===== config.mk =====
export PLATFORM = sky130hd
export DESIGN_NAME = mc_control
export DESIGN_NICKNAME = d
export VERILOG_FILES = /design/src/rtl/mc_control.sv
export SDC_FILE = /design/constraint.sdc
export NUM_CORES = 1
export LEC_CHECK = 0
export BUFFER_PORTS_ARGS = -buffer_cell sky130_fd_sc_hd__buf_4
export CORE_MARGIN = 1.5
export CORE_UTILIZATION = 39
export DETAILED_ROUTE_END_ITERATION = 8
export HOLD_SLACK_MARGIN = 0.15
export PLACE_DENSITY = 0.77
export SYNTH_ARGS = -nofsm -noshare
export SYNTH_HDL_FRONTEND = slang
export SYNTH_SLANG_ARGS = --single-unit

===== constraint.sdc =====
create_clock -name clk -period 1.5 [get_ports clk]
set_clock_uncertainty 0.1 [all_clocks]
set_input_delay 0.075 -clock clk [delete_from_list [all_inputs] [get_ports clk]]
set_output_delay 0.075 -clock clk [all_outputs]
set_load 0.005 [all_outputs]

===== src/rtl/mc_control.sv =====
// Multi-cycle MIPS main controller: sequences fetch/decode/execute/memory/writeback
// one instruction at a time and traps overflow and reserved opcodes to the exception vector.
`timescale 1ns/1ps
module mc_control (
    input  logic       clk,
    input  logic       rst_n,
    input  logic [5:0] opcode,
    input  logic [5:0] funct,
    input  logic       zero_flag,
    input  logic       overflow_exception,
    input  logic       mem_ready,
    output logic       mem_read,
    output logic       mem_write,
    output logic       iord,
    output logic       ir_write,
    output logic       pc_write,
    output logic       pc_write_cond,
    output logic       branch_ne,
    output logic [1:0] pc_source,
    output logic       alu_src_a,
    output logic [1:0] alu_src_b,
    output logic [5:0] alu_funct,
    output logic       reg_dst,
    output logic       mem_to_reg,
    output logic       reg_write,
    output logic       epc_write,
    output logic [1:0] exc_cause,
    output logic [3:0] state
);

    typedef enum logic [3:0] {
        S_IDLE     = 4'd0,
        S_FETCH    = 4'd1,
        S_DECODE   = 4'd2,
        S_MEM_ADDR = 4'd3,
        S_MEM_RD   = 4'd4,
        S_MEM_WB   = 4'd5,
        S_MEM_WR   = 4'd6,
        S_R_EXEC   = 4'd7,
        S_R_WB     = 4'd8,
        S_BRANCH   = 4'd9,
        S_JUMP     = 4'd10,
        S_I_EXEC   = 4'd11,
        S_I_WB     = 4'd12,
        S_EXC      = 4'd13
    } state_t;

    localparam logic [5:0] OP_RTYPE = 6'b000000;
    localparam logic [5:0] OP_LW    = 6'b100011;
    localparam logic [5:0] OP_SW    = 6'b101011;
    localparam logic [5:0] OP_BEQ   = 6'b000100;
    localparam logic [5:0] OP_BNE   = 6'b000101;
    localparam logic [5:0] OP_J     = 6'b000010;
    localparam logic [5:0] OP_ADDI  = 6'b001000;

    localparam logic [5:0] FN_JR    = 6'b001000;
    localparam logic [5:0] FN_ADD   = 6'b100000;
    localparam logic [5:0] FN_ADDU  = 6'b100001;
    localparam logic [5:0] FN_SUB   = 6'b100010;
    localparam logic [5:0] FN_SUBU  = 6'b100011;

    localparam logic [1:0] EXC_NONE = 2'b00;
    localparam logic [1:0] EXC_OVF  = 2'b01;
    localparam logic [1:0] EXC_RI   = 2'b10;

    state_t     state_q, state_d;
    logic [1:0] exc_cause_q, exc_cause_d;

    // State and exception-cause registers
    always_ff @(posedge clk or negedge rst_n) begin
        if (!rst_n) begin
            state_q     <= S_IDLE;
            exc_cause_q <= EXC_NONE;
        end else begin
            state_q     <= state_d;
            exc_cause_q <= exc_cause_d;
        end
    end

    assign state     = state_q;
    assign exc_cause = exc_cause_q;

    // Next-state and per-state datapath control decode
    always_comb begin
        state_d       = state_q;
        exc_cause_d   = exc_cause_q;
        mem_read      = 1'b0;
        mem_write     = 1'b0;
        iord          = 1'b0;
        ir_write      = 1'b0;
        pc_write      = 1'b0;
        pc_write_cond = 1'b0;
        branch_ne     = 1'b0;
        pc_source     = 2'b00;
        alu_src_a     = 1'b0;
        alu_src_b     = 2'b00;
        alu_funct     = 6'b000000;
        reg_dst       = 1'b0;
        mem_to_reg    = 1'b0;
        reg_write     = 1'b0;
        epc_write     = 1'b0;

        case (state_q)
            S_IDLE: state_d = S_FETCH;
            S_FETCH: begin
                mem_read  = 1'b1;
                alu_src_b = 2'b01;
                alu_funct = FN_ADDU;
                if (mem_ready) begin
                    ir_write = 1'b1;
                    pc_write = 1'b1;
                    state_d  = S_DECODE;
                end
            end
            S_DECODE: begin
                alu_src_b = 2'b11;
                alu_funct = FN_ADDU;
                case (opcode)
                    OP_RTYPE:      state_d = S_R_EXEC;
                    OP_LW, OP_SW:  state_d = S_MEM_ADDR;
                    OP_BEQ, OP_BNE: state_d = S_BRANCH;
                    OP_J:          state_d = S_JUMP;
                    OP_ADDI:       state_d = S_I_EXEC;
                    default: begin
                        state_d     = S_EXC;
                        exc_cause_d = EXC_RI;
                    end
                endcase
            end
            S_MEM_ADDR: begin
                alu_src_a = 1'b1;
                alu_src_b = 2'b10;
                alu_funct = FN_ADDU;
                state_d   = (opcode == OP_SW) ? S_MEM_WR : S_MEM_RD;
            end
            S_MEM_RD: begin
                mem_read = 1'b1;
                iord     = 1'b1;
                if (mem_ready) state_d = S_MEM_WB;
            end
            S_MEM_WB: begin
                reg_write  = 1'b1;
                mem_to_reg = 1'b1;
                state_d    = S_FETCH;
            end
            S_MEM_WR: begin
                mem_write = 1'b1;
                iord      = 1'b1;
                if (mem_ready) state_d = S_FETCH;
            end
            S_R_EXEC: begin
                alu_src_a = 1'b1;
                alu_funct = funct;
                if (funct == FN_JR) begin
                    pc_write = 1'b1;
                    state_d  = S_FETCH;
                end else if ((funct == FN_ADD || funct == FN_SUB) && overflow_exception) begin
                    state_d     = S_EXC;
                    exc_cause_d = EXC_OVF;
                end else begin
                    state_d = S_R_WB;
                end
            end
            S_R_WB: begin
                reg_write = 1'b1;
                reg_dst   = 1'b1;
                state_d   = S_FETCH;
            end
            S_BRANCH: begin
                alu_src_a     = 1'b1;
                alu_funct     = FN_SUBU;
                pc_write_cond = 1'b1;
                pc_source     = 2'b01;
                branch_ne     = opcode[0];
                state_d       = S_FETCH;
            end
            S_JUMP: begin
                pc_write  = 1'b1;
                pc_source = 2'b10;
                state_d   = S_FETCH;
            end
            S_I_EXEC: begin
                alu_src_a = 1'b1;
                alu_src_b = 2'b10;
                alu_funct = FN_ADD;
                if (overflow_exception) begin
                    state_d     = S_EXC;
                    exc_cause_d = EXC_OVF;
                end else begin
                    state_d = S_I_WB;
                end
            end
            S_I_WB: begin
                reg_write = 1'b1;
                state_d   = S_FETCH;
            end
            S_EXC: begin
                epc_write = 1'b1;
                pc_write  = 1'b1;
                pc_source = 2'b11;
                state_d   = S_FETCH;
            end
            default: state_d = S_IDLE;
        endcase
    end

    // zero_flag is consumed by the PC-update logic, not by the sequencer
    logic unused_zero;
    assign unused_zero = zero_flag;

endmodule

==> results.sh, run 1 <==
export IMPL_reg2reg_depth=7
export IMPL_dp_hpwl_mm=2.03
export IMPL_die_h_um=47.7
export IMPL_clock_latency_ps=270
export IMPL_grt_usage_pct=36.1
export IMPL_finalMaxSlewViolations=0
export IMPL_die_area_um2=2280
export IMPL_p_leak_uw=0.000776
export IMPL_critPathArrivalTime_ps=1500
export IMPL_tritoncts_num_buffers=3
export IMPL_finalPower_uw=3040
export IMPL_final_core_util_pct=90.1
export IMPL_clock_sinks=6
export IMPL_antenna_cells=0
export IMPL_antenna_found_initial=0
export IMPL_slowest_stage="dfrtp_2"
export IMPL_nets=208
export IMPL_rsz0062_at_grt="true"
export IMPL_viasPerCell=6.25
export IMPL_grt_pass1_wl_mm=5.63
export IMPL_path_buf_inv=2
export IMPL_drtIter0Drc=103
export IMPL_worstSetupPathType="flop to output port"
export IMPL_route_detailed_drc=0
export IMPL_post_route_period_util_pct=112
export IMPL_grt_remaining_overflow=0
export IMPL_whs_path_depth=5
export IMPL_gp_congestion=0.795
export IMPL_hold_slack_ps=194
export IMPL_grt_max_degree=10
export IMPL_max_freq_ghz=0.595
export IMPL_cts_htree_levels=1
export IMPL_hold_viol=0
export IMPL_tightestPinTransition_ps=413
export IMPL_fp_dieW_um=47.7
export IMPL_cp_common_cell="buf_6"
export IMPL_routed_wl_mm=4.31
export IMPL_start_util_pct=43.3
export IMPL_fin_tns_setup_ps=-1970
export IMPL_core_um2=1800
export IMPL_path_clk_slew_ps=60
export IMPL_synthCells=113
export IMPL_crit_family="flip-flops"
export IMPL_area_growth_pct=108
export IMPL_clock_root_buffer="clkbuf_4"
export IMPL_drt_antenna_violating_nets=0
export IMPL_hold_class="input pin to flop"
export IMPL_synthesis_area_um2=779
export IMPL_outcome="complete, but fails checks"
export IMPL_critical_path_startpoint_type="flop"
export IMPL_grt_pass1_vias=1162
export IMPL_cpPeakStageDelay_ps=440
export IMPL_cts_tree="built"
export IMPL_peakVddDrop_v=0.00145
export IMPL_io_pins=45
export IMPL_path_max_fanout=5
export IMPL_cp_cell_sequence="buf_6 -> nand3b_1 -> o21ai_1 -> and2_4 -> a211o_1 -> buf_6"
export IMPL_vias=1337
export IMPL_setup_slack_ps=-180
export IMPL_rows=15
export IMPL_max_cap_viol_count=0
export IMPL_yosys_warnings=0
export IMPL_crit_path_end_kind="output port"
export IMPL_synth_area_per_cell_um2=6.90
export IMPL_period_needed_ps=1680
export IMPL_drtPass1Iterations=6
export IMPL_syn_nets=130
export IMPL_cp_required_ps=1320
export IMPL_finalSetupViolCount=22
export IMPL_max_slew_margin_pct=72.0
export IMPL_power_density_nw_per_um2=1870
export IMPL_cts_max_path_buffers=2
export IMPL_violations="negative setup slack"
export IMPL_post_drt_wl_per_cell_um=20.1
export IMPL_yosysSeqAreaShare_pct=19.3
export IMPL_ys_ff_latch=6
export IMPL_cp_num_cells=6
export IMPL_port_buffers=43
export IMPL_drive_gt1_share_pct=58.7
export IMPL_ys_types=42
-- final cells by class --
| class | instances | area (um^2) |
|---|---|---|
| clock buffer | 3 | 22.5 |
| fill | 88 | 178 |
| multi-input combinational | 96 | 706 |
| timing repair buffer | 80 | 689 |
| tap | 25 | 31.3 |
| sequential | 6 | 155 |
| inverter | 4 | 20.0 |
-- timing repair --
item | in CTS | in global routing
hold buffers | 4 | 0
hold endpoints to repair | 8 | 0
buffers inserted | 11 | 1
endpoints found under the setup margin | 22 | 27
resized for setup | 45 | 21
pin swaps | 10 | 17
-- registers in the layout, summed over array words and instances (netlist names) --
signal / cells
exc_cause: 2
state: 4
-- worst paths after layout --
| kind | end | start | slack, ps |
|---|---|---|---|
| setup / recovery | pc_write | state[2] | -180 |
| hold / removal | state[3] | opcode[4] | 190 |
| max in group asynchronous | state[3] | rst_n | 360 |
| hold reg to reg | exc_cause[1] | exc_cause[1] | 400 |
| min in group asynchronous | state[2] | rst_n | 660 |
| setup reg to reg | exc_cause[1] | state[2] | -180 |
-- worst register-to-register path, stage by stage (launching register included) --
cell and delay [ps]:
dfrtp_2 410, buf_4 160, buf_4 130, nand2b_4 70, nor3_4 170, o21ai_2 100, a211o_1 280, o21a_1 120
-- metal layers --
metal / vias up / global-route usage (%) / wire length (um)
met4: 0 / 15.1 / 253
met1: 591 / 41.5 / 1450
met2: 138 / 64.3 / 2140
met3: 38 / 7.17 / 464
met5: - / 0 / 0
li1: 570 / - / -
-- kinds of logic (layout without fill, tap and decap cells) --
logic type      after synthesis  in the layout  share of synthesized area (%)
compound gates               36             36                           29.4
xor+xnor                      1              1                           1.12
buf+inv                      11             87                           6.26
flops                         6              6                           19.3
mux                           2              2                           2.57
simple gates                 57             57                           41.4
-- cells in the mapped netlist --
master / instances / area share, %
a22oi_1: 1 / 0.96
inv_1: 4 / 1.9
o21ai_1: 2 / 1.3
and2_2: 1 / 0.96
and3_2: 1 / 0.96
or4_1: 1 / 0.96
a211o_1: 2 / 2.2
and2_1: 4 / 3.2
a32o_1: 1 / 1.3
nand3_1: 2 / 1.3
nor2_1: 16 / 7.7
nor3_1: 3 / 1.9
o22ai_1: 1 / 0.80
nor4_1: 1 / 0.80
a31oi_1: 3 / 2.4
a21oi_1: 6 / 3.9
o31ai_1: 2 / 1.9
o21ai_0: 9 / 5.8
o21a_1: 1 / 0.96
or3_4: 1 / 1.4
clkbuf_1: 2 / 0.96
o211ai_1: 1 / 0.96
buf_2: 3 / 1.9
nand2_1: 7 / 3.4
mux2i_1: 2 / 2.6
a21o_1: 1 / 0.96
o2111ai_1: 1 / 1.1
a211oi_1: 3 / 2.9
nand2b_1: 5 / 4.0
nand4_1: 2 / 1.6
xnor2_1: 1 / 1.1
nand3b_1: 2 / 1.9
and3_1: 3 / 2.4
buf_4: 1 / 0.96
nor3_2: 1 / 1.3
nand2b_4: 1 / 1.8
dfrtp_1: 6 / 19
nor2b_1: 3 / 2.4
nor4b_1: 1 / 1.1
buf_1: 1 / 0.48
a21boi_0: 2 / 1.9
or3b_1: 2 / 2.2
-- report_power, final --
group / total [uW] / switching (uW) / internal (uW) / leakage [uW]
clock network: 167 / 75.2 / 91.6 / 0.0000138
logic: 2510 / 1170 / 1340 / 0.000693
registers: 364 / 122 / 242 / 0.0000687
total: 3040 / 1370 / 1680 / 0.000776
-- metrics by stage --
step,setup slack (ps),instance area (um^2),instances
after floorplan,2.73,788,113
after global placement,-50.5,1270,196
after detailed placement,-107,1270,196
after CTS,-104,1560,214
after global routing,-226,1620,214
final,-180,1620,214
-- placed cells by master, fill, tap and decap left out, types with 4 or more instances in the layout --
cell type      count
o21ai_0            6
buf_4             55
nand2_1            7
nor2_1            11
dlygate4sd3_1      4
dfrtp_2            4
a21oi_1            6
buf_6             21
and2_4             4
Note: power is estimated with default switching activity, not from simulation.
==> inputs of run 2 (changes only) <==
CORE_UTILIZATION = 46   (was 39)
PLACE_DENSITY = 0.85   (was 0.77)
clock period = 2.1 ns   (was 1.5 ns; I/O delays follow)
==> run 2 against run 1 <==
Compared with the run above:
- the flow now finishes without violations
- critical path type unchanged
- worst setup slack improved by 340 ps
- combinational power fell by 62%
- clock-buffer cell count did not move
- first-iteration DRC count fell by 77%
- total power fell by 56%
==> results.sh, run 2 (synthesized netlist as in run 1, its figures left out) <==
export IMPL_dp_hpwl_mm=1.80
export IMPL_whs_path_depth=5
export IMPL_outcome="finished clean"
export IMPL_final_cell_mix="48 x buf_4, 16 x nor2_1, 9 x o21ai_0"
export IMPL_area_growth_pct=52.5
export IMPL_cts_htree_levels=1
export IMPL_route_detailed_drc=0
export IMPL_grt_pass1_vias=950
export IMPL_largest_reg_flops=4
export IMPL_p_leak_uw=0.000575
export IMPL_period_needed_ps=1940
export IMPL_cp_required_ps=1890
export IMPL_max_freq_ghz=0.515
export IMPL_hold_viol=0
export IMPL_r2r_end="state[0]"
export IMPL_grt_max_degree=21
export IMPL_wl_met1_um=910
export IMPL_cp_startpoint="state[1]"
export IMPL_switching_share_pct=44.3
export IMPL_pwr_share_comb_pct=69.9
export IMPL_max_cap_viol_count=0
export IMPL_reg2reg_slack_ps=330
export IMPL_cp_cell_sequence="nand3b_1 -> o21ai_0 -> and2_1 -> a211o_1 -> buf_4"
export IMPL_max_slew_margin_pct=61.1
export IMPL_peakVddDrop_v=0.00102
export IMPL_critPathArrivalTime_ps=1740
export IMPL_gp_congestion=0.855
export IMPL_clock_root_buffer="clkbuf_4"
export IMPL_clock_latency_ps=240
export IMPL_post_route_period_util_pct=92.4
export IMPL_min_delay_start="opcode[3]"
export IMPL_rows=14
export IMPL_antenna_cells=0
export IMPL_p_seq_share_pct=22.6
export IMPL_met3_wirelength_um=176
export IMPL_start_util_pct=50.6
export IMPL_routed_wl_mm=2.31
export IMPL_hold_class="input pin to flop"
export IMPL_fp_dieW_um=44.2
export IMPL_power_density_nw_per_um2=1140
export IMPL_nets=180
export IMPL_drtPass1Iterations=4
export IMPL_grt_remaining_overflow=0
export IMPL_reg2reg_depth=5
export IMPL_cts_post_setup_buffers_inserted=0
export IMPL_viasPerCell=5.85
export IMPL_p_clk_share_pct=7.4
export IMPL_grt_pass1_wl_mm=3.80
export IMPL_post_drt_wl_per_cell_um=13.1
export IMPL_io_pins=45
export IMPL_slowest_stage="dfrtp_1"
export IMPL_antenna_found_initial=0
export IMPL_drtIter0Drc=24
export IMPL_fin_tns_setup_ps=0
export IMPL_timing_rr_start="state[2]"
export IMPL_critical_path_startpoint_type="flop"
export IMPL_finalSetupViolCount=0
export IMPL_port_buffers=43
export IMPL_hold_slack_ps=215
export IMPL_drt_antenna_violating_nets=0
export IMPL_mostFrequentLayoutCell="buf_4"
export IMPL_die_h_um=44.2
export IMPL_grt_usage_pct=25.7
export IMPL_path_clk_slew_ps=40
export IMPL_vias=1036
export IMPL_maxUsedRoutingLayer="met4"
export IMPL_cpPeakStageDelay_ps=700
export IMPL_p_int_uw=751
export IMPL_worstSetupPathType="flop to output port"
export IMPL_crit_path_end_kind="output port"
export IMPL_finalMaxSlewViolations=0
export IMPL_tightestPinTransition_ps=583
export IMPL_die_area_um2=1950
export IMPL_cts_max_path_buffers=2
export IMPL_critPathCapture="pc_write"
export IMPL_tritoncts_num_buffers=3
export IMPL_power_switching_uw=599
export IMPL_cts_tree="built"
export IMPL_wl_met2_mm=1.18
export IMPL_clock_sinks=6
export IMPL_core_um2=1540
export IMPL_path_max_fanout=20
export IMPL_drive_gt1_share_pct=34.8
export IMPL_rsz0062_at_grt="false"
[run 2: critical path: cells and delay by family (launching register included)]
kind	cells	cell delay [ps]
flops	1	700
simple gates	2	360
compound gates	2	300
buf+inv	1	130
[run 2: worst min path at each step]
stage / to / slack (ps)
floorplan: exc_cause[0] / -290
global placement: state[0] / -190
detailed placement: state[2] / -190
CTS: state[2] / 200
global route: state[2] / 240
finish: state[2] / 210
[run 2: metal layers]
layer	GRT usage [%]	vias up
met2	47.1	49
met5	0	-
li1	-	509
met1	30.1	474
met3	6.53	4
met4	4.85	0
[run 2: repair_timing]
action | CTS | global route
gates resized for setup | 0 | 0
hold buffers | 4 | 0
hold endpoints to repair | 8 | 0
[run 2: layout make-up]
cell class | count | area [um^2]
Timing Repair Buffer | 52 | 400
Tap cell | 16 | 20.0
Fill cell | 136 | 353
Multi-Input combinational cell | 96 | 581
Sequential cell | 6 | 150
Clock buffer | 3 | 22.5
Inverter | 4 | 15.0
[run 2: power groups by stage]
stage | combinational (uW) | clock, uW | sequential (uW)
2_1_floorplan | 577 | 0 | 216
5_1_grt | 1040 | 112 | 325
4_1_cts | 948 | 106 | 303
3_3_place_gp | 927 | 0 | 300
6_report | 944 | 100 | 306
3_5_place_dp | 938 | 0 | 304
[run 2: stage by stage]
| stage | power (uW) | area [um^2] | setup slack [ps] | std cells | utilization (%) |
|---|---|---|---|---|---|
| after floorplan | 793 | 779 | 520 | 113 | - |
| after global placement | 1230 | 1130 | 342 | 170 | 73.1 |
| after detailed placement | 1240 | 1130 | 350 | 170 | 73.1 |
| after CTS | 1360 | 1190 | 158 | 177 | 77.1 |
| after global routing | 1480 | 1190 | 44.6 | 177 | 77.1 |
| final | 1350 | 1190 | 160 | 177 | 77.1 |
==> inputs of run 3 (changes only) <==
--- a/constraint.sdc
+++ b/constraint.sdc
@@ -4,2 +4,2 @@
 set_output_delay 0.105 -clock clk [all_outputs]
-set_load 0.005 [all_outputs]
+set_load 0.1 [all_outputs]
==> run 3 against run 2 <==
Compared with the run above:
- sequential share of layout area fell by 0.54 points
- clock-buffer cell count did not move
- register-to-register slack got worse by 70 ps
- cell count rose by 1.1%
- global-route usage rose by 4.2 points
- critical path depth fell by 1
- cell area rose by 15%
- die area did not move
- worst setup slack got worse by 110 ps
- non-clock buffer count rose by 2
- largest cell class unchanged
==> results.sh, run 3 (synthesized netlist as in run 1, its figures left out) <==
export IMPL_min_delay_start="opcode[3]"
export IMPL_tightestPinTransition_ps=408
export IMPL_clock_latency_ps=250
export IMPL_io_pins=45
export IMPL_core_um2=1540
export IMPL_worstSetupPathType="flop to output port"
export IMPL_grt_max_degree=27
export IMPL_outcome="finished clean"
export IMPL_dp_hpwl_mm=2.04
export IMPL_grt_pass1_vias=1052
export IMPL_routed_wl_mm=2.85
export IMPL_cp_cell_sequence="nor2b_1 -> and3_2 -> a211o_4 -> buf_4"
export IMPL_final_cell_mix="49 x buf_4, 10 x nor2_1, 8 x o21ai_0"
export IMPL_cp_required_ps=1890
export IMPL_cts_htree_levels=1
export IMPL_finalSetupViolCount=0
export IMPL_timing_rr_start="state[2]"
export IMPL_post_drt_wl_per_cell_um=15.9
export IMPL_largest_reg_flops=4
export IMPL_finalMaxSlewViolations=0
export IMPL_fillers=79
export IMPL_viasPerCell=6.03
export IMPL_path_buf_inv=1
export IMPL_path_max_fanout=13
export IMPL_clock_sinks=6
export IMPL_grt_usage_pct=29.9
export IMPL_die_area_um2=1950
export IMPL_crit_path_end_kind="output port"
export IMPL_dpl_worst_slack_ps=272
export IMPL_grt_remaining_overflow=0
export IMPL_drive_gt1_share_pct=52.1
export IMPL_setup_slack_ps=52.3
export IMPL_slowest_stage="dfrtp_4"
export IMPL_max_freq_ghz=0.488
export IMPL_cpPeakStageDelay_ps=560
export IMPL_cts_max_path_buffers=2
export IMPL_critPathArrivalTime_ps=1840
export IMPL_route_detailed_drc=0
export IMPL_cts_tree="built"
export IMPL_max_slew_margin_pct=72.4
export IMPL_tritoncts_num_buffers=3
export IMPL_mostFrequentLayoutCell="buf_4"
export IMPL_path_clk_slew_ps=50
export IMPL_critical_path_startpoint_type="flop"
export IMPL_rows=14
export IMPL_hold_end="state[2]"
export IMPL_drtPass1Iterations=4
export IMPL_reg2reg_slack_ps=260
export IMPL_crit_family="flip-flops"
export IMPL_antenna_found_initial=0
export IMPL_fp_dieW_um=44.2
export IMPL_hold_class="input pin to flop"
export IMPL_max_cap_viol_count=0
export IMPL_r2r_end="exc_cause[1]"
export IMPL_area_growth_pct=75.3
export IMPL_post_route_period_util_pct=97.5
export IMPL_drtIter0Drc=54
export IMPL_period_needed_ps=2050
export IMPL_vias=1080
export IMPL_die_h_um=44.2
export IMPL_whs_path_depth=5
export IMPL_nets=182
export IMPL_gp_congestion=0.822
export IMPL_start_util_pct=50.6
export IMPL_port_buffers=43
export IMPL_antenna_cells=0
export IMPL_fin_tns_setup_ps=0
export IMPL_reg2reg_depth=5
export IMPL_grt_pass1_wl_mm=4.47
export IMPL_hold_viol=0
export IMPL_clock_root_buffer="clkbuf_4"
export IMPL_drt_antenna_violating_nets=0
export IMPL_hold_slack_ps=205
-- run 3: layout make-up --
cell class | instances | area (um^2) | share of cell area (%)
Multi-Input combinational cell | 96 | 724 | 53.0
Timing Repair Buffer | 54 | 419 | 30.7
Sequential cell | 6 | 165 | 12.1
Clock buffer | 3 | 22.5 | 1.65
Tap cell | 16 | 20.0 | 1.47
Inverter | 4 | 15.0 | 1.10
-- run 3: metrics by stage --
stage	cell area, um^2	cells	util (%)
3_5_place_dp	1270	168	82.4
4_1_cts	1330	175	86.4
5_1_grt	1370	179	88.6
6_report	1370	179	88.6
3_3_place_gp	1270	168	82.4
2_1_floorplan	961	113	-
-- run 3: per-layer routing --
metal  vias up  GRT usage, %  part of all wire [%]
met1       501          33.6                    38
met2        56          55.3                    55
li1        514             -                     -
met5         -             0                     0
met4         0          11.5                   2.2
met3         9          5.31                   5.3
-- run 3: repair_timing --
action                     in CTS  in global routing
gates resized for setup         0                  1
hold buffers                    4                  0
hold endpoints to repair        8                  0
buffers inserted                0                  4
setup endpoints to repair       0                  2
-- run 3: worst register-to-register path, cell delays in order (launching register included) --
cell      delay, ps
dfrtp_4         560
nand2b_1        310
o21ai_1         180
o21ai_1         120
a211o_1         330
o21a_1          110
-- run 3: worst max path at each step --
| stage | start | end | slack [ps] | cells after the start |
|---|---|---|---|---|
| final | state[2] | pc_write | 50 | 4 |
| after global routing | state[3] | alu_funct[3] | -20 | 4 |
| after CTS | state[2] | pc_write | 40 | 4 |
| after detailed placement | state[2] | exc_cause[1] | 270 | 5 |
| after global placement | state[2] | exc_cause[1] | 310 | 5 |
| after floorplan | state[2] | branch_ne | -80 | 3 |
Power of run 3 is not shown: default switching activity piles up to over one toggle a cycle in this logic, so the estimate is an artifact.
